==> src/rtl/fifo_queue_counted_if.sv <==
// Handshake and status bundle for fifo_queue_counted.
//
// Signals:
//   request_in          producer payload
//   request_valid_in    producer has a payload
//   issue_ack_out       queue accepts the payload this cycle
//   request_out         head entry (first-word-fall-through)
//   request_valid_out   head entry valid
//   issue_ack_in        consumer takes the head this cycle
//   count_out           current occupancy
//   is_empty_out, is_full_out, almost_full_out, almost_empty_out  status flags
//
// Modports: slave = the queue, master = the producer/consumer side.
interface fifo_queue_counted_if #(
  parameter int unsigned SINGLE_ENTRY_WIDTH_IN_BITS = 64,
  parameter int unsigned COUNT_WIDTH_IN_BITS        = 5
);
  logic [SINGLE_ENTRY_WIDTH_IN_BITS-1:0] request_in;
  logic                                  request_valid_in;
  logic                                  issue_ack_out;
  logic [SINGLE_ENTRY_WIDTH_IN_BITS-1:0] request_out;
  logic                                  request_valid_out;
  logic                                  issue_ack_in;
  logic [COUNT_WIDTH_IN_BITS-1:0]        count_out;
  logic                                  is_empty_out;
  logic                                  is_full_out;
  logic                                  almost_full_out;
  logic                                  almost_empty_out;

  modport slave (
    input  request_in,
    input  request_valid_in,
    input  issue_ack_in,
    output issue_ack_out,
    output request_out,
    output request_valid_out,
    output count_out,
    output is_empty_out,
    output is_full_out,
    output almost_full_out,
    output almost_empty_out
  );

  modport master (
    output request_in,
    output request_valid_in,
    output issue_ack_in,
    input  issue_ack_out,
    input  request_out,
    input  request_valid_out,
    input  count_out,
    input  is_empty_out,
    input  is_full_out,
    input  almost_full_out,
    input  almost_empty_out
  );
endinterface

==> src/rtl/fifo_queue_counted.sv <==
// Counted first-word-fall-through FIFO for request pipelines.
//
// Any depth >= 2 (pointers wrap by explicit compare, so non-power-of-two depths work).
// Keeps an occupancy counter; all status flags are decoded from that register only.
// Enqueue and dequeue may both complete in the same cycle.
//
// Ports:
//   clk_in    clock
//   reset_in  asynchronous, active-high reset
//   flush_in  synchronous clear; drops any enq/deq in the same cycle
//   q_if      fifo_queue_counted_if.slave handshake and status bundle
//
// Build option:
//   FIFO_QUEUE_FULL_BYPASS_EN  when defined, a full queue that is being dequeued also
//                              accepts a new payload into the freed slot in the same cycle.
//                              This adds a combinational issue_ack_in -> issue_ack_out path.
module fifo_queue_counted #(
  parameter int unsigned SINGLE_ENTRY_WIDTH_IN_BITS = 64,
  parameter int unsigned QUEUE_SIZE                 = 16,
  parameter int unsigned QUEUE_PTR_WIDTH_IN_BITS    = $clog2(QUEUE_SIZE),
  parameter int unsigned COUNT_WIDTH_IN_BITS        = $clog2(QUEUE_SIZE + 1),
  parameter int unsigned ALMOST_FULL_THRESHOLD      = QUEUE_SIZE - 2,
  parameter int unsigned ALMOST_EMPTY_THRESHOLD     = 2
) (
  input logic                clk_in,
  input logic                reset_in,
  input logic                flush_in,
  fifo_queue_counted_if.slave q_if
);

  typedef logic [SINGLE_ENTRY_WIDTH_IN_BITS-1:0] entry_t;
  typedef logic [QUEUE_PTR_WIDTH_IN_BITS-1:0]    ptr_t;
  typedef logic [COUNT_WIDTH_IN_BITS-1:0]        count_t;

  localparam ptr_t   PtrLast      = QUEUE_PTR_WIDTH_IN_BITS'(QUEUE_SIZE - 1);
  localparam count_t CountFull    = COUNT_WIDTH_IN_BITS'(QUEUE_SIZE);
  localparam count_t CountAlmFull = COUNT_WIDTH_IN_BITS'(ALMOST_FULL_THRESHOLD);
  localparam count_t CountAlmEmpt = COUNT_WIDTH_IN_BITS'(ALMOST_EMPTY_THRESHOLD);

  entry_t storage_q [QUEUE_SIZE];
  entry_t storage_d [QUEUE_SIZE];
  ptr_t   write_ptr_q, write_ptr_d;
  ptr_t   read_ptr_q,  read_ptr_d;
  count_t count_q,     count_d;

  logic is_empty;
  logic is_full;
  logic issue_ack;
  logic head_valid;
  logic enq;
  logic deq;

  // Explicit wrap so depths that are not a power of two never index past the array.
  function automatic ptr_t next_ptr(input ptr_t p);
    return (p == PtrLast) ? '0 : p + 1'b1;
  endfunction

  // Status decode from the count register only.
  always_comb begin
    is_empty   = (count_q == '0);
    is_full    = (count_q == CountFull);
    head_valid = ~is_empty;
  end

`ifdef FIFO_QUEUE_FULL_BYPASS_EN
  // When full, the slot being dequeued this cycle is the one write_ptr points at,
  // so the incoming payload can land there at the same edge.
  assign issue_ack = ~is_full | (head_valid & q_if.issue_ack_in);
`else
  assign issue_ack = ~is_full;
`endif

  assign enq = q_if.request_valid_in & issue_ack;
  assign deq = head_valid & q_if.issue_ack_in;

  // Next-state: flush wins over any enq/deq; storage is left as-is because the
  // reset pointers and zero count make old contents unreachable.
  always_comb begin
    storage_d   = storage_q;
    write_ptr_d = write_ptr_q;
    read_ptr_d  = read_ptr_q;
    count_d     = count_q;

    if (flush_in) begin
      write_ptr_d = '0;
      read_ptr_d  = '0;
      count_d     = '0;
    end else begin
      if (enq) begin
        storage_d[write_ptr_q] = q_if.request_in;
        write_ptr_d            = next_ptr(write_ptr_q);
      end
      if (deq) begin
        read_ptr_d = next_ptr(read_ptr_q);
      end
      unique case ({enq, deq})
        2'b10:   count_d = count_q + 1'b1;
        2'b01:   count_d = count_q - 1'b1;
        default: count_d = count_q;
      endcase
    end
  end

  always_ff @(posedge clk_in or posedge reset_in) begin
    if (reset_in) begin
      storage_q   <= '{default: '0};
      write_ptr_q <= '0;
      read_ptr_q  <= '0;
      count_q     <= '0;
    end else begin
      storage_q   <= storage_d;
      write_ptr_q <= write_ptr_d;
      read_ptr_q  <= read_ptr_d;
      count_q     <= count_d;
    end
  end

  // Outputs
  assign q_if.issue_ack_out     = issue_ack;
  assign q_if.request_valid_out = head_valid;
  assign q_if.request_out       = head_valid ? storage_q[read_ptr_q] : '0;
  assign q_if.count_out         = count_q;
  assign q_if.is_empty_out      = is_empty;
  assign q_if.is_full_out       = is_full;
  assign q_if.almost_full_out   = (count_q >= CountAlmFull);
  assign q_if.almost_empty_out  = (count_q <= CountAlmEmpt);

endmodule

==> src/flat_wrapper.sv <==
// flat-port wrapper written by rule: the top's interface ports become plain ports
module fifo_queue_counted_flat 
#(
  parameter int unsigned SINGLE_ENTRY_WIDTH_IN_BITS = 64,
  parameter int unsigned QUEUE_SIZE                 = 16,
  parameter int unsigned QUEUE_PTR_WIDTH_IN_BITS    = $clog2(QUEUE_SIZE),
  parameter int unsigned COUNT_WIDTH_IN_BITS        = $clog2(QUEUE_SIZE + 1),
  parameter int unsigned ALMOST_FULL_THRESHOLD      = QUEUE_SIZE - 2,
  parameter int unsigned ALMOST_EMPTY_THRESHOLD     = 2
)
  (clk_in, reset_in, flush_in, q_if_request_in, q_if_request_valid_in, q_if_issue_ack_in, q_if_issue_ack_out, q_if_request_out, q_if_request_valid_out, q_if_count_out, q_if_is_empty_out, q_if_is_full_out, q_if_almost_full_out, q_if_almost_empty_out);
  fifo_queue_counted_if #(.SINGLE_ENTRY_WIDTH_IN_BITS(SINGLE_ENTRY_WIDTH_IN_BITS), .COUNT_WIDTH_IN_BITS(COUNT_WIDTH_IN_BITS)) q_if_i ();
  input logic clk_in;
  input logic reset_in;
  input logic flush_in;
  input wire logic [$bits(q_if_i.request_in)-1:0] q_if_request_in;
  input wire logic [$bits(q_if_i.request_valid_in)-1:0] q_if_request_valid_in;
  input wire logic [$bits(q_if_i.issue_ack_in)-1:0] q_if_issue_ack_in;
  output wire logic [$bits(q_if_i.issue_ack_out)-1:0] q_if_issue_ack_out;
  output wire logic [$bits(q_if_i.request_out)-1:0] q_if_request_out;
  output wire logic [$bits(q_if_i.request_valid_out)-1:0] q_if_request_valid_out;
  output wire logic [$bits(q_if_i.count_out)-1:0] q_if_count_out;
  output wire logic [$bits(q_if_i.is_empty_out)-1:0] q_if_is_empty_out;
  output wire logic [$bits(q_if_i.is_full_out)-1:0] q_if_is_full_out;
  output wire logic [$bits(q_if_i.almost_full_out)-1:0] q_if_almost_full_out;
  output wire logic [$bits(q_if_i.almost_empty_out)-1:0] q_if_almost_empty_out;
  assign q_if_i.request_in = q_if_request_in;
  assign q_if_i.request_valid_in = q_if_request_valid_in;
  assign q_if_i.issue_ack_in = q_if_issue_ack_in;
  assign q_if_issue_ack_out = q_if_i.issue_ack_out;
  assign q_if_request_out = q_if_i.request_out;
  assign q_if_request_valid_out = q_if_i.request_valid_out;
  assign q_if_count_out = q_if_i.count_out;
  assign q_if_is_empty_out = q_if_i.is_empty_out;
  assign q_if_is_full_out = q_if_i.is_full_out;
  assign q_if_almost_full_out = q_if_i.almost_full_out;
  assign q_if_almost_empty_out = q_if_i.almost_empty_out;
  fifo_queue_counted #(.SINGLE_ENTRY_WIDTH_IN_BITS(SINGLE_ENTRY_WIDTH_IN_BITS), .QUEUE_SIZE(QUEUE_SIZE), .QUEUE_PTR_WIDTH_IN_BITS(QUEUE_PTR_WIDTH_IN_BITS), .COUNT_WIDTH_IN_BITS(COUNT_WIDTH_IN_BITS), .ALMOST_FULL_THRESHOLD(ALMOST_FULL_THRESHOLD), .ALMOST_EMPTY_THRESHOLD(ALMOST_EMPTY_THRESHOLD)) u_core (.clk_in(clk_in), .reset_in(reset_in), .flush_in(flush_in), .q_if(q_if_i));
endmodule
==> config.mk <==
export PLATFORM = sky130hd
export DESIGN_NAME = fifo_queue_counted_flat
export DESIGN_NICKNAME = d
export VERILOG_FILES = /design/src/rtl/fifo_queue_counted_if.sv /design/src/rtl/fifo_queue_counted.sv /design/src/flat_wrapper.sv
export SDC_FILE = /design/constraint.sdc
export NUM_CORES = 2
export LEC_CHECK = 0
export BUFFER_PORTS_ARGS = -buffer_cell sky130_fd_sc_hd__buf_2
export CAP_MARGIN = 20
export CORE_MARGIN = 2
export CORE_UTILIZATION = 55
export DETAILED_ROUTE_END_ITERATION = 16
export PLACE_DENSITY = 0.72
export SYNTH_ARGS = -nofsm -noshare
export SYNTH_HDL_FRONTEND = slang
export SYNTH_SLANG_ARGS = --single-unit
==> constraint.sdc <==
create_clock -name clk_in -period 44.8 [get_ports clk_in]
set_input_delay 8.96 -clock clk_in [delete_from_list [all_inputs] [get_ports clk_in]]
set_output_delay 8.96 -clock clk_in [all_outputs]
set_load 0.01 [all_outputs]
==> flow_metrics.py <==
metrics = {
    "floorplan": {
        "ios": 144,
        "fp.dieW_um": 296.8,
        "dieArea_um2": 88090,
        "die_height_um": 296.8,
        "initial_core_util": 0.5547,
        "core_um2": 85010,
        "rows": 107,
    },
    "timing": {
        "timing.final.crit_share": 0.3170,
        "slew_headroom": 0.2482,
        "fmax_ghz": 0.07041,
        "rsz0062_at_grt": "no",
        "finClkSkew_ps": 27.02,
        "setup_viol": 0,
        "tns_ps": 0,
        "worst_pin_slew_ps": 1128,
        "slew_violations": 0,
        "min_period_ps": 14200,
        "final_hold_viol_count": 0,
        "whs_ps": 482.4,
    },
    "final_layout": {
        "area_growth_pct": 10.64,
        "fillers": 6092,
        "multiInputGateArea_um2": 19920,
        "final_util": 0.6137,
        "design_area_um2": 52170,
        "drive_gt1_frac": 0.5347,
        "register_area_um2": 25960,
        "nets": 3001,
    },
    "place": {
        "place_congestion": 0.7681,
        "dpl_cell_area_um2": 48440,
        "portBuffers": 143,
        "dp_hpwl_um": 59610,
    },
    "clocking": {
        "path_clk_slew_ps": 60,
        "cts_sinks": 1037,
        "cts-root-buf": "clkbuf_16",
        "cts_resized": 0,
        "cts_setup_buffers": 0,
        "cts_tree": "built",
        "clock_latency_ps": 670,
        "cts_buffers": 107,
        "h-tree-depth": 3,
        "ctsHoldBuffers": 0,
        "clock_path_buffers": 3,
    },
    "critical_path": {
        "worst-path-buf-inv": 4,
        "rrSetupSlack_ps": 41270,
        "critPathTopFamily": "buffers and inverters",
        "critical_path_depth": 7,
        "path_cells": "buf_4 > buf_4 > buf_4 > mux4_2 > mux2i_1 > o22ai_1 > buf_2",
        "worstPathMaxFanout": 47,
        "crit_start": "u_core.read_ptr_q[0]$_DFFE_PP0P_",
        "slowest_stage": "buf_4",
        "start_kind": "flip-flop",
        "required_ps": 35840,
        "worst_r2r_path_depth": 5,
        "r2r_start": "u_core.q_if.count_out[1]$_DFFE_PP0P_",
        "r2r_end": "u_core.storage_q[33]$_DFFE_PP0P_",
        "critPathKind": "reg2out",
        "crit_path_end_kind": "primary output",
        "endpoint": "q_if_request_out[55]",
        "arrival_ps": 5240,
        "slowest_delay_ps": 890,
        "critPathMostFrequentCell": "buf_4",
    },
    "drt": {
        "route.detailed.drc": 0,
        "vias": 26019,
        "dr.pass1.iters": 5,
        "post_drt_wl_per_cell_um": 26.88,
        "vias_per_cell": 6.250,
        "antenna_left": 0,
        "wirelength_um": 111900,
        "drt_first_iter_violations": 1695,
    },
    "synth": {
        "synthArstFlopShare": 1.000,
        "syn_area_per_cell_um2": 16.31,
        "synth_flop_cell": "dfrtp_1",
        "netlist_instances": 2891,
        "yosys_warnings": 0,
        "seq_area_frac_synth": 0.5503,
        "synth_edf_count": 0,
        "syn_nets": 2967,
        "yosysUniqueCellTypes": 44,
        "synth.ff_latch_count": 1037,
        "syn-cell-area_um2": 47150,
    },
    "grt": {
        "grt_max_degree": 196,
        "grt_overflow": 0,
        "grt_pass1_wl_um": 173900,
        "grt_pass1_vias": 28529,
        "antenna_found_initial": 14,
        "track_usage": 0.2565,
    },
    "job": {
        "drv_cap": 0,
    },
    "hold_path": {
        "min_path_type": "reg2reg",
        "hold_depth": 1,
        "holdCritStartpoint": "u_core.storage_q[227]$_DFFE_PP0P_",
    },
    "outcome": {
        "status": "finished clean",
    },
    "power": {
        "peakVddDrop_v": 0.00005145,
        "total_power_mw": 2.713,
        "powerDensity_nw_per_um2": 52.00,
        "p_leak_nw": 24.24,
    },
}
[final cells by class]
class,count,share of cell area
flip-flops and latches,1037,0.4976
inverters,8,0.0007195
diodes,4,0.0001919
clock inverters,34,0.008322
well taps,1144,0.02744
repair buffers,188,0.02154
clock buffers,165,0.06247
multi-input cells,1583,0.3817
[sequential cells by signal (all words and copies together), names as in the netlist]
signal	count
u_core.storage_q	1024
u_core.q_if.count_out	5
u_core.read_ptr_q	4
u_core.write_ptr_q	4
[synth_stat cells (10+ instances only)]
| cell | number | area [µm²] |
|---|---|---|
| dfrtp_1 | 1037 | 25950 |
| mux2_2 | 941 | 10600 |
| mux4_2 | 256 | 5766 |
| mux2i_1 | 131 | 1311 |
| clkbuf_1 | 117 | 439.2 |
| buf_2 | 110 | 550.5 |
| o22ai_1 | 64 | 400.4 |
| mux2_1 | 56 | 630.6 |
| mux2_4 | 30 | 450.4 |
| buf_6 | 25 | 281.5 |
| nor2_1 | 12 | 45.04 |
| buf_1 | 11 | 41.29 |
| nand2_1 | 10 | 37.54 |
| nand3_1 | 10 | 50.05 |
[worst reg2reg max path: stages (launching register included)]
cell     delay, ps
dfrtp_1        560
or4_1          430
o21ai_4        200
nor2_4         760
buf_4          960
mux2_2         500
[worst min path at each step]
stage | slack, ps | to
final | 480 | u_core.storage_q[227]$_DFFE_PP0P_
after global routing | 490 | u_core.storage_q[616]$_DFFE_PP0P_
after CTS | 480 | u_core.storage_q[104]$_DFFE_PP0P_
after floorplan | 450 | u_core.storage_q[614]$_DFFE_PP0P_
after global placement | 460 | u_core.storage_q[111]$_DFFE_PP0P_
after detailed placement | 470 | u_core.storage_q[104]$_DFFE_PP0P_
[where the power goes]
part	internal, mW	switching, mW	leakage (nW)
logic	0.321	0.349	8.30
clock network	0.551	0.370	1.83
registers	1.05	0.0726	14.1
total	1.92	0.791	24.2
[layer usage]
layer | GRT usage | share of wire
met1 | 0.3559 | 0.43
met2 | 0.4291 | 0.50
met3 | 0.03613 | 0.045
met4 | 0.06768 | 0.022
met5 | 0 | 0.00072
[logic make-up after synthesis]
group / share of synthesized area
flip-flops: 0.5503
AO/OA/AOI/OAI: 0.01311
AND/OR/NAND/NOR: 0.007960
XOR/XNOR: 0.0005573
buffers and inverters: 0.02847
multiplexers: 0.3977
adder cells (fa/ha/maj): 0.001857
[through the flow]
stage | setup WS [ps] | cells
after floorplan | 6655 | 2891
after global placement | 31130 | 3959
after detailed placement | 31150 | 3959
after CTS | 30400 | 4158
after global routing | 30060 | 4159
final | 30600 | 4163
[cell usage in the layout, fill, tap and decap left out, types with 4 or more instances in the layout]
cell type	netlist	final
clkbuf_1	117	25
mux4_2	256	256
dfrtp_1	1037	1034
mux2_4	30	30
bufinv_16	0	9
nand2_1	10	10
nand2b_1	4	4
mux2i_1	131	131
clkbuf_16	0	110
mux2_1	56	56
nor2_4	4	4
nor2_1	12	12
mux2_2	941	941
a21oi_1	8	8
buf_4	0	40
diode_2	0	4
buf_12	0	4
o21ai_0	5	5
clkinv_2	0	19
and3_4	0	8
inv_1	8	7
buf_2	110	143
nand3_1	10	10
clkbuf_8	0	30
o22ai_1	64	64
ha_1	7	7
nand4_1	5	5
(Power assumes the default switching activity.)
